--- src/rtl/matrix_mem_pkg.sv ---
// Shared types and sizing helpers for the matrix operand store.
// Used by matrix_mem_bank, matrix_store and matrix_mem_bank_if.
// Optional build macro used elsewhere: MATRIX_MEM_OVF_FLAG_EN (sticky ovf_err port).
package matrix_mem_pkg;

  typedef enum logic [1:0] {
    LOAD   = 2'd0,
    FULL   = 2'd1,
    STREAM = 2'd2
  } state_e;

  // Elements per matrix.
  function automatic int depth(input int n);
    return n * n;
  endfunction

  // Write pointer must be able to hold DEPTH itself (the saturated value).
  function automatic int ptr_w(input int n);
    return $clog2(n * n + 1);
  endfunction

  // Step index width; N >= 2 keeps this at least 1 bit.
  function automatic int idx_w(input int n);
    return (n < 2) ? 1 : $clog2(n);
  endfunction

endpackage

--- src/rtl/matrix_mem_bank_if.sv ---
// Operand stream bus from the operand store to the MAC array.
//   master (store) : out_valid, step_idx, data_outw, data_outx, done
//   slave  (MAC)   : out_ready
// data_outw slice i = W[i*N+k], data_outx slice j = X[k*N+j], slice 0 in LSBs.
interface matrix_mem_bank_if
  import matrix_mem_pkg::*;
#(
  parameter int N      = 3,
  parameter int DATA_W = 4
);
  logic                   out_valid;
  logic                   out_ready;
  logic [idx_w(N)-1:0]    step_idx;
  logic [N*DATA_W-1:0]    data_outw;
  logic [N*DATA_W-1:0]    data_outx;
  logic                   done;

  modport master (
    output out_valid, step_idx, data_outw, data_outx, done,
    input  out_ready
  );

  modport slave (
    input  out_valid, step_idx, data_outw, data_outx, done,
    output out_ready
  );
endinterface

--- src/rtl/matrix_mem_bank_store.sv ---
// matrix_store: storage and write pointer for one N x N matrix, row-major.
// Ports:
//   clk, clear (sync, active high)  -- clear zeroes pointer and storage
//   wr_en, wr_data                  -- append one element at the pointer
//   full                            -- registered, high once N*N elements written
//   rd_bus                          -- all N*N elements, element 0 in the LSBs
// Writes while full are ignored; the pointer saturates at N*N.
module matrix_store
  import matrix_mem_pkg::*;
#(
  parameter int N      = 3,
  parameter int DATA_W = 4
) (
  input  logic                    clk,
  input  logic                    clear,
  input  logic                    wr_en,
  input  logic [DATA_W-1:0]       wr_data,
  output logic                    full,
  output logic [N*N*DATA_W-1:0]   rd_bus
);
  localparam int DEPTH = depth(N);
  localparam int PTR_W = ptr_w(N);

  logic [PTR_W-1:0]                ptr_q;
  logic [DEPTH-1:0][DATA_W-1:0]    mem_q;
  logic                            full_q;

  always_ff @(posedge clk) begin
    if (clear) begin
      ptr_q  <= '0;
      mem_q  <= '0;
      full_q <= 1'b0;
    end else if (wr_en && !full_q) begin
      mem_q[ptr_q] <= wr_data;
      ptr_q        <= ptr_q + 1'b1;
      // Flag rises together with the pointer reaching DEPTH.
      full_q       <= (ptr_q == PTR_W'(DEPTH - 1));
    end
  end

  assign full   = full_q;
  assign rd_bus = mem_q;
endmodule

--- src/rtl/matrix_mem_bank.sv ---
// matrix_mem_bank: operand store for the N x N matrix multiplier.
// Serially loads W then/or X (row-major), then streams N operand vectors:
// step k carries column k of W and row k of X over a valid/ready bus.
// Ports:
//   clk, clear            -- clock, sync active-high reset
//   data_in, load_w/x     -- element write; load_w wins over load_x
//   w_full, x_full        -- matrix completely written
//   start                 -- both full, no stream running (state FULL)
//   unload_req            -- begin a stream, honoured only in FULL
//   strm (master)         -- out_valid/out_ready/step_idx/data_outw/data_outx/done
//   ovf_err               -- only with MATRIX_MEM_OVF_FLAG_EN: sticky dropped-write flag
// All outputs are registered; data buses read 0 while out_valid is low.
module matrix_mem_bank
  import matrix_mem_pkg::*;
#(
  parameter int DATA_W = 4,
  parameter int N      = 3
) (
  input  logic              clk,
  input  logic              clear,
  input  logic [DATA_W-1:0] data_in,
  input  logic              load_w,
  input  logic              load_x,
  output logic              w_full,
  output logic              x_full,
  output logic              start,
  input  logic              unload_req,
`ifdef MATRIX_MEM_OVF_FLAG_EN
  output logic              ovf_err,
`endif
  matrix_mem_bank_if.master strm
);
  localparam int DEPTH = depth(N);
  localparam int PTR_W = ptr_w(N);
  localparam int IDX_W = idx_w(N);

  state_e                        state_q;
  logic [IDX_W-1:0]              step_q;
  logic                          valid_q, done_q, start_q;
  logic [N-1:0][DATA_W-1:0]      wv_q, xv_q, wv_d, xv_d;

  logic [DEPTH-1:0][DATA_W-1:0]  w_mem, x_mem;
  logic                          w_full_s, x_full_s;
  logic                          streaming, w_we, x_we;

  assign streaming = (state_q == STREAM);
  // Storage is frozen during a stream so the vectors stay consistent.
  assign w_we = load_w && !w_full_s && !streaming;
  assign x_we = load_x && !load_w && !x_full_s && !streaming;

  matrix_store #(.N(N), .DATA_W(DATA_W)) u_w (
    .clk(clk), .clear(clear), .wr_en(w_we), .wr_data(data_in),
    .full(w_full_s), .rd_bus(w_mem)
  );

  matrix_store #(.N(N), .DATA_W(DATA_W)) u_x (
    .clk(clk), .clear(clear), .wr_en(x_we), .wr_data(data_in),
    .full(x_full_s), .rd_bus(x_mem)
  );

  // Vector for the step that will be presented after the next edge:
  // step 0 when launching from FULL, step_q+1 while streaming.
  always_comb begin
    int               k;
    logic [PTR_W-1:0] wi, xi;
    wv_d = '0;
    xv_d = '0;
    k    = streaming ? int'(step_q) + 1 : 0;
    if (k >= N) k = 0;
    for (int i = 0; i < N; i++) begin
      wi      = PTR_W'(i * N + k);
      xi      = PTR_W'(k * N + i);
      wv_d[i] = w_mem[wi];
      xv_d[i] = x_mem[xi];
    end
  end

  always_ff @(posedge clk) begin
    if (clear) begin
      state_q <= LOAD;
      step_q  <= '0;
      valid_q <= 1'b0;
      done_q  <= 1'b0;
      start_q <= 1'b0;
      wv_q    <= '0;
      xv_q    <= '0;
    end else begin
      done_q <= 1'b0;
      case (state_q)
        LOAD: begin
          if (w_full_s && x_full_s) begin
            state_q <= FULL;
            start_q <= 1'b1;
          end
        end
        FULL: begin
          if (unload_req) begin
            state_q <= STREAM;
            start_q <= 1'b0;
            valid_q <= 1'b1;
            step_q  <= '0;
            wv_q    <= wv_d;
            xv_q    <= xv_d;
          end
        end
        STREAM: begin
          if (valid_q && strm.out_ready) begin
            if (step_q == IDX_W'(N - 1)) begin
              state_q <= FULL;
              start_q <= 1'b1;
              valid_q <= 1'b0;
              done_q  <= 1'b1;
              step_q  <= '0;
              wv_q    <= '0;
              xv_q    <= '0;
            end else begin
              step_q <= step_q + 1'b1;
              wv_q   <= wv_d;
              xv_q   <= xv_d;
            end
          end
        end
        default: state_q <= LOAD;
      endcase
    end
  end

`ifdef MATRIX_MEM_OVF_FLAG_EN
  logic ovf_q, drop;
  // X half of a simultaneous load counts as dropped.
  assign drop = (load_w && (w_full_s || streaming)) ||
                (load_x && (load_w || x_full_s || streaming));

  always_ff @(posedge clk) begin
    if (clear)     ovf_q <= 1'b0;
    else if (drop) ovf_q <= 1'b1;
  end

  assign ovf_err = ovf_q;
`endif

  assign w_full         = w_full_s;
  assign x_full         = x_full_s;
  assign start          = start_q;
  assign strm.out_valid = valid_q;
  assign strm.step_idx  = step_q;
  assign strm.data_outw = wv_q;
  assign strm.data_outx = xv_q;
  assign strm.done      = done_q;
endmodule

--- src/flat_wrapper.sv ---
// flat-port wrapper written by rule: the top's interface ports become plain ports
module matrix_mem_bank_flat import matrix_mem_pkg::*;
#(
  parameter int DATA_W = 4,
  parameter int N      = 3
)
  (clk, clear, data_in, load_w, load_x, w_full, x_full, start, unload_req, strm_out_valid, strm_step_idx, strm_data_outw, strm_data_outx, strm_done, strm_out_ready);
  matrix_mem_bank_if #(.N(N), .DATA_W(DATA_W)) strm_i ();
  input  logic clk;
  input  logic clear;
  input  logic [DATA_W-1:0] data_in;
  input  logic load_w;
  input  logic load_x;
  output logic w_full;
  output logic x_full;
  output logic start;
  input  logic unload_req;
  output wire logic [$bits(strm_i.out_valid)-1:0] strm_out_valid;
  output wire logic [$bits(strm_i.step_idx)-1:0] strm_step_idx;
  output wire logic [$bits(strm_i.data_outw)-1:0] strm_data_outw;
  output wire logic [$bits(strm_i.data_outx)-1:0] strm_data_outx;
  output wire logic [$bits(strm_i.done)-1:0] strm_done;
  input wire logic [$bits(strm_i.out_ready)-1:0] strm_out_ready;
  assign strm_out_valid = strm_i.out_valid;
  assign strm_step_idx = strm_i.step_idx;
  assign strm_data_outw = strm_i.data_outw;
  assign strm_data_outx = strm_i.data_outx;
  assign strm_done = strm_i.done;
  assign strm_i.out_ready = strm_out_ready;
  matrix_mem_bank #(.DATA_W(DATA_W), .N(N)) u_core (.clk(clk), .clear(clear), .data_in(data_in), .load_w(load_w), .load_x(load_x), .w_full(w_full), .x_full(x_full), .start(start), .unload_req(unload_req), .strm(strm_i));
endmodule
--- config.mk ---
export PLATFORM = sky130hd
export DESIGN_NAME = matrix_mem_bank_flat
export DESIGN_NICKNAME = d
export VERILOG_FILES = /design/src/rtl/matrix_mem_pkg.sv /design/src/rtl/matrix_mem_bank_if.sv /design/src/rtl/matrix_mem_bank_store.sv /design/src/rtl/matrix_mem_bank.sv /design/src/flat_wrapper.sv
export SDC_FILE = /design/constraint.sdc
export NUM_CORES = 1
export LEC_CHECK = 0
export ABC_AREA = 1
export BUFFER_PORTS_ARGS = -buffer_cell sky130_fd_sc_hd__buf_2
export CORE_UTILIZATION = 48
export DETAILED_ROUTE_END_ITERATION = 6
export MAX_ROUTING_LAYER = met4
export PLACE_DENSITY = 0.66
export SLEW_MARGIN = 5
export SYNTH_ARGS = -nofsm -noshare
export SYNTH_HDL_FRONTEND = slang
export SYNTH_SLANG_ARGS = --single-unit
--- constraint.sdc ---
create_clock -name clk -period 4.17 [get_ports clk]
set_input_delay 0.6255 -clock clk [delete_from_list [all_inputs] [get_ports clk]]
set_output_delay 0.6255 -clock clk [all_outputs]
set_load 0.005 [all_outputs]
==> reports/qor_table.md <==
| Step | Result | Reported |
| --- | --- | --- |
| worst setup path | CP startpoint kind | register |
| logic synthesis | Area fraction of the dominant cell type after synthesis | 0.376 |
| timing | Headroom to the max-slew limit | 0.260 |
| detailed routing | Number of nets still failing antenna checks after routing | 0 |
| worst setup path | Reg-to-reg slack, setup | 0.38 ns |
| worst setup path | Kind of critical path | register to register |
| global routing | Via count of the first global-routing pass | 5498 |
| worst setup path | FF-to-FF path depth | 15 |
| cells and area | Ant diodes | 0 |
| timing | Measured slew at the worst slew-check pin | 1.11 ns |
| hold path | Launch instance of the worst min-delay path | u_core.u_w.rd_bus[16] |
| logic synthesis | Top area cells in the synthesized netlist | sky130_fd_sc_hd__dfxtp_1 (38%), sky130_fd_sc_hd__nand2_1 (12%), sky130_fd_sc_hd__nand3_1 (9.1%), sky130_fd_sc_hd__a21oi_1 (7.9%), sky130_fd_sc_hd__o21ai_0 (7.8%) |
| logic synthesis | Most used standard cell by instance count after synthesis | sky130_fd_sc_hd__nand2_1 |
| clock tree | Clock Latency Late Sink | 0.42 ns |
| floorplanning | Vert. Die Dim | 114 um |
| power | Proportion of power drawn by combinational gates | 0.117 |
| floorplanning | Die area | 13000 um2 |
| power | Clock Power Share | 0.496 |
| timing | Highest clock frequency the design can meet | 264 MHz |
| clock tree | Number of buffers between clock root and the deepest sink | 2 |
| hold path | End of the worst hold path | u_core.u_w.rd_bus[16] |
| timing | Final critical delay including setup and external delays | 3.79 ns |
| detailed routing | Remaining design rule violation count | 0 |
| power | Switching Share | 0.254 |
| placed design | Worst setup slack before clock tree synthesis | 0.396 ns |
| global routing | Combined global-route utilization of all metal layers | 0.291 |
| global routing | First-pass GRT wire length | 28100 um |
| floorplanning | Standard cell core area | 12100 um2 |
| power | Static Leakage | 2.96 nW |
| cells and area | Post-route insts no fill | 1120 |
| cells and area | Post-route standard cell area excluding fillers | 6900 um2 |
| placed design | Final HPWL DP | 11800 um |
| cells and area | Proportion of layout cells with a drive suffix above 1 | 0.0977 |
| cells and area | Signed area change from the synthesized netlist to the final layout | 14.8% |
| worst setup path | Top fanout value on the critical path | 12 |
| placed design | Cell total after placement | 1090 |
| detailed routing | Wirelength per Cell | 15.2 um |
| floorplanning | Num rows | 40 |
| logic synthesis | Top cells by count, synth | sky130_fd_sc_hd__nand2_1 (196), sky130_fd_sc_hd__inv_1 (115), sky130_fd_sc_hd__dfxtp_1 (113) |
| clock tree | Clock Sink Count | 113 |
| clock tree | TritonCTS buffer count | 17 |
| floorplanning | Initial standard-cell utilization of the core | 0.497 |
| detailed routing | Routed via count | 5911 |
| detailed routing | Drt first-iter violations | 645 |
| placed design | Standard cell area after detailed placement | 6310 um2 |
| detailed routing | Routed wire length | 17000 um |
| power | Peak supply drop | 0.000313 V |
| logic synthesis | Top cell type by total area after synthesis | sky130_fd_sc_hd__dfxtp_1 |
| clock tree | Cts-stage hold buffer count | 0 |
| cells and area | Number of nets in the layout | 967 |
| timing | Final clock skew | 0.00400 ns |
| logic synthesis | Post-Syn Area per Cell | 6.56 um2 |
| timing | Ratio of final minimum period to clock period | 0.910 |
| logic synthesis | Gate count after technology mapping | 917 |
| worst setup path | CP Data Required Time | 4.51 ns |
| job | Max-capacitance violation count | 0 |
| outcome | Run status | finished clean |
| logic synthesis | Number of enable-type register cells in the synthesized netlist | 0 |
| hold path | Min-Delay Path Class | register to register |
| logic synthesis | Flip-flop and latch count after synthesis | 113 |
| placed design | IO buf count | 40 |
| hold path | Hold path cells | 2 |
| power | Total design power | 2.92 mW |
| timing | TNS Setup | 0 ns |
| clock tree | Root buffer selected by CTS | sky130_fd_sc_hd__clkbuf_16 |
| timing | Hold Slack | 0.450 ns |
| clock tree | Clock-pin slew on the worst setup and hold paths | 0.05 ns |
| clock tree | Depth of the CTS H-tree | 4 |
| cells and area | Fin util | 0.570 |
| floorplanning | Die Wd | 114 um |
| clock tree | TritonCTS clock tree | done |
| timing | Slew Limit Fails | 0 |
| worst setup path | Critical path endpoint category | register |
| power | Areal power density over the cells | 423 nW/um2 |
| detailed routing | Vias/cell | 5.28 |
| logic synthesis | Unique cell type count in the Yosys netlist | 33 |
| timing | Unrepaired setup endpoints after global routing | no |
| global routing | Initial antenna violation count | 0 |
| logic synthesis | Number of warnings printed during yosys synthesis | 0 |
| timing | Final number of setup-violating endpoints | 0 |
| floorplanning | Boundary Pins | 41 |
| global routing | Largest net degree at the start of global routing | 80 |
| timing | Post-layout worst setup margin | 0.377 ns |
| power | Internal | 2.18 mW |
| detailed routing | Detailed Routing Iterations Pass 1 | 5 |
| logic synthesis | Sequential share of the synthesized area | 0.376 |
| timing | Number of hold violations in the final report | 0 |
| placed design | RD Place Congestion | 1.00 |
| worst setup path | Crit path arrival time | 4.14 ns |
| power | Net load switching power | 0.741 mW |
| power | Relative contribution of sequential cells to total power | 0.387 |
| logic synthesis | Asr flop ratio synth | 0 |
| worst setup path | FF-to-FF End | u_core.strm.data_outx[8] |
| global routing | Remaining global-route overflow | 0 |
| logic synthesis | Most frequently used flop master after synthesis | sky130_fd_sc_hd__dfxtp_1 |
| worst setup path | Launch instance of the worst register-to-register path | u_core.strm.step_idx[0] |
| logic synthesis | Total standard cell area after synthesis | 6010 um2 |
-- flip-flops by register name (all words and copies together), names as in the netlist --
register and count:
u_core.u_w.full 1, u_core.state_q 2, u_core.u_x.rd_bus 36, u_core.u_x.ptr_q 4
u_core.u_w.ptr_q 4, u_core.strm.data_outw 12, u_core.u_x.full 1, u_core.u_w.rd_bus 36
u_core.strm.done 1, u_core.strm.out_valid 1, u_core.strm.step_idx 2, u_core.strm.data_outx 12
u_core.start 1
-- cells in the final DEF (no fill, tap or decap), types with 4 or more instances in the layout --
cell                        Yosys  routed
sky130_fd_sc_hd__dfxtp_1      113     113
sky130_fd_sc_hd__buf_4          2      11
sky130_fd_sc_hd__clkbuf_16      0      17
sky130_fd_sc_hd__nor2_1        63      63
sky130_fd_sc_hd__o21ai_0       94      94
sky130_fd_sc_hd__clkbuf_8       0       6
sky130_fd_sc_hd__nand4_1        6       6
sky130_fd_sc_hd__nand2_1      196     196
sky130_fd_sc_hd__o21ai_1        5       5
sky130_fd_sc_hd__nor4_1         4       4
sky130_fd_sc_hd__ha_1          16      16
sky130_fd_sc_hd__nand3b_1       5       5
sky130_fd_sc_hd__a21oi_1       95      95
sky130_fd_sc_hd__inv_1        115     114
sky130_fd_sc_hd__nand3_1      109     109
sky130_fd_sc_hd__o211ai_1      11      11
sky130_fd_sc_hd__nor3_1        14      14
sky130_fd_sc_hd__buf_2         19      40
-- cell families after synthesis --
| group | Yosys count | share of synthesized area |
|---|---|---|
| flip-flops | 113 | 0.376 |
| AO/OA/AOI/OAI | 214 | 0.187 |
| adder cells (fa/ha/maj) | 16 | 0.0333 |
| buffers and inverters | 166 | 0.109 |
| XOR/XNOR | 2 | 0.00291 |
| AND/OR/NAND/NOR | 405 | 0.292 |
| other | 1 | 0.000623 |
-- worst max-delay path: stages (launching register included) --
cell and delay, ns:
sky130_fd_sc_hd__dfxtp_1 0.45, sky130_fd_sc_hd__inv_2 0.11, sky130_fd_sc_hd__ha_1 0.35, sky130_fd_sc_hd__inv_1 0.07, sky130_fd_sc_hd__o21bai_1 0.08, sky130_fd_sc_hd__nor2_1 0.37, sky130_fd_sc_hd__inv_1 0.12, sky130_fd_sc_hd__ha_1 0.62
sky130_fd_sc_hd__clkinvlp_4 0.38, sky130_fd_sc_hd__nor2_1 0.35, sky130_fd_sc_hd__nor2_2 0.15, sky130_fd_sc_hd__nor3_4 0.23, sky130_fd_sc_hd__nand3_1 0.10, sky130_fd_sc_hd__nand2_1 0.11, sky130_fd_sc_hd__nand2_1 0.06, sky130_fd_sc_hd__a21oi_1 0.16
-- how the worst max path moves through the flow --
stage                                        from                         to  cells after the start
after CTS                 u_core.strm.step_idx[0]   u_core.strm.data_outx[8]                     15
after global routing      u_core.strm.step_idx[0]   u_core.strm.data_outx[8]                     15
after global placement    u_core.strm.step_idx[0]  u_core.strm.data_outx[11]                     15
after detailed placement  u_core.strm.step_idx[0]   u_core.strm.data_outx[8]                     15
final                     u_core.strm.step_idx[0]   u_core.strm.data_outx[8]                     15
after floorplan           u_core.strm.step_idx[0]   u_core.strm.data_outx[4]                     19
-- metal layers --
metal  track usage  wire [um]  vias to the layer above  part of all wire
met5             -          0                        -                 0
met4         0.142        549                        0             0.032
met3        0.0584        928                       43             0.055
met2         0.421       7180                      155              0.42
met1         0.385       8350                     2663              0.49
li1              -          -                     3050                 -
-- final cells by class --
class,count,area (um2)
tap,168,210
timing repair buffer,51,283
sequential,113,2260
inverter,119,450
clock inverter,5,75.1
multi-input combinational,639,3110
fill,1221,5210
clock buffer,25,515
-- power by group through the flow --
stage / clock network [mW] / logic [mW] / registers [mW]
finish: 1.45 / 0.342 / 1.13
global route: 1.51 / 0.389 / 1.13
CTS: 1.46 / 0.336 / 1.13
detailed placement: 0 / 0.334 / 1.15
global placement: 0 / 0.335 / 1.15
floorplan: 0 / 0.251 / 1.15
-- what timing repair did --
action / CTS / global route
setup endpoints to repair: 0 / 1
resized for setup: 0 / 1
buffers inserted: 0 / 0
No activity file was read; power rests on OpenSTA's default activity.
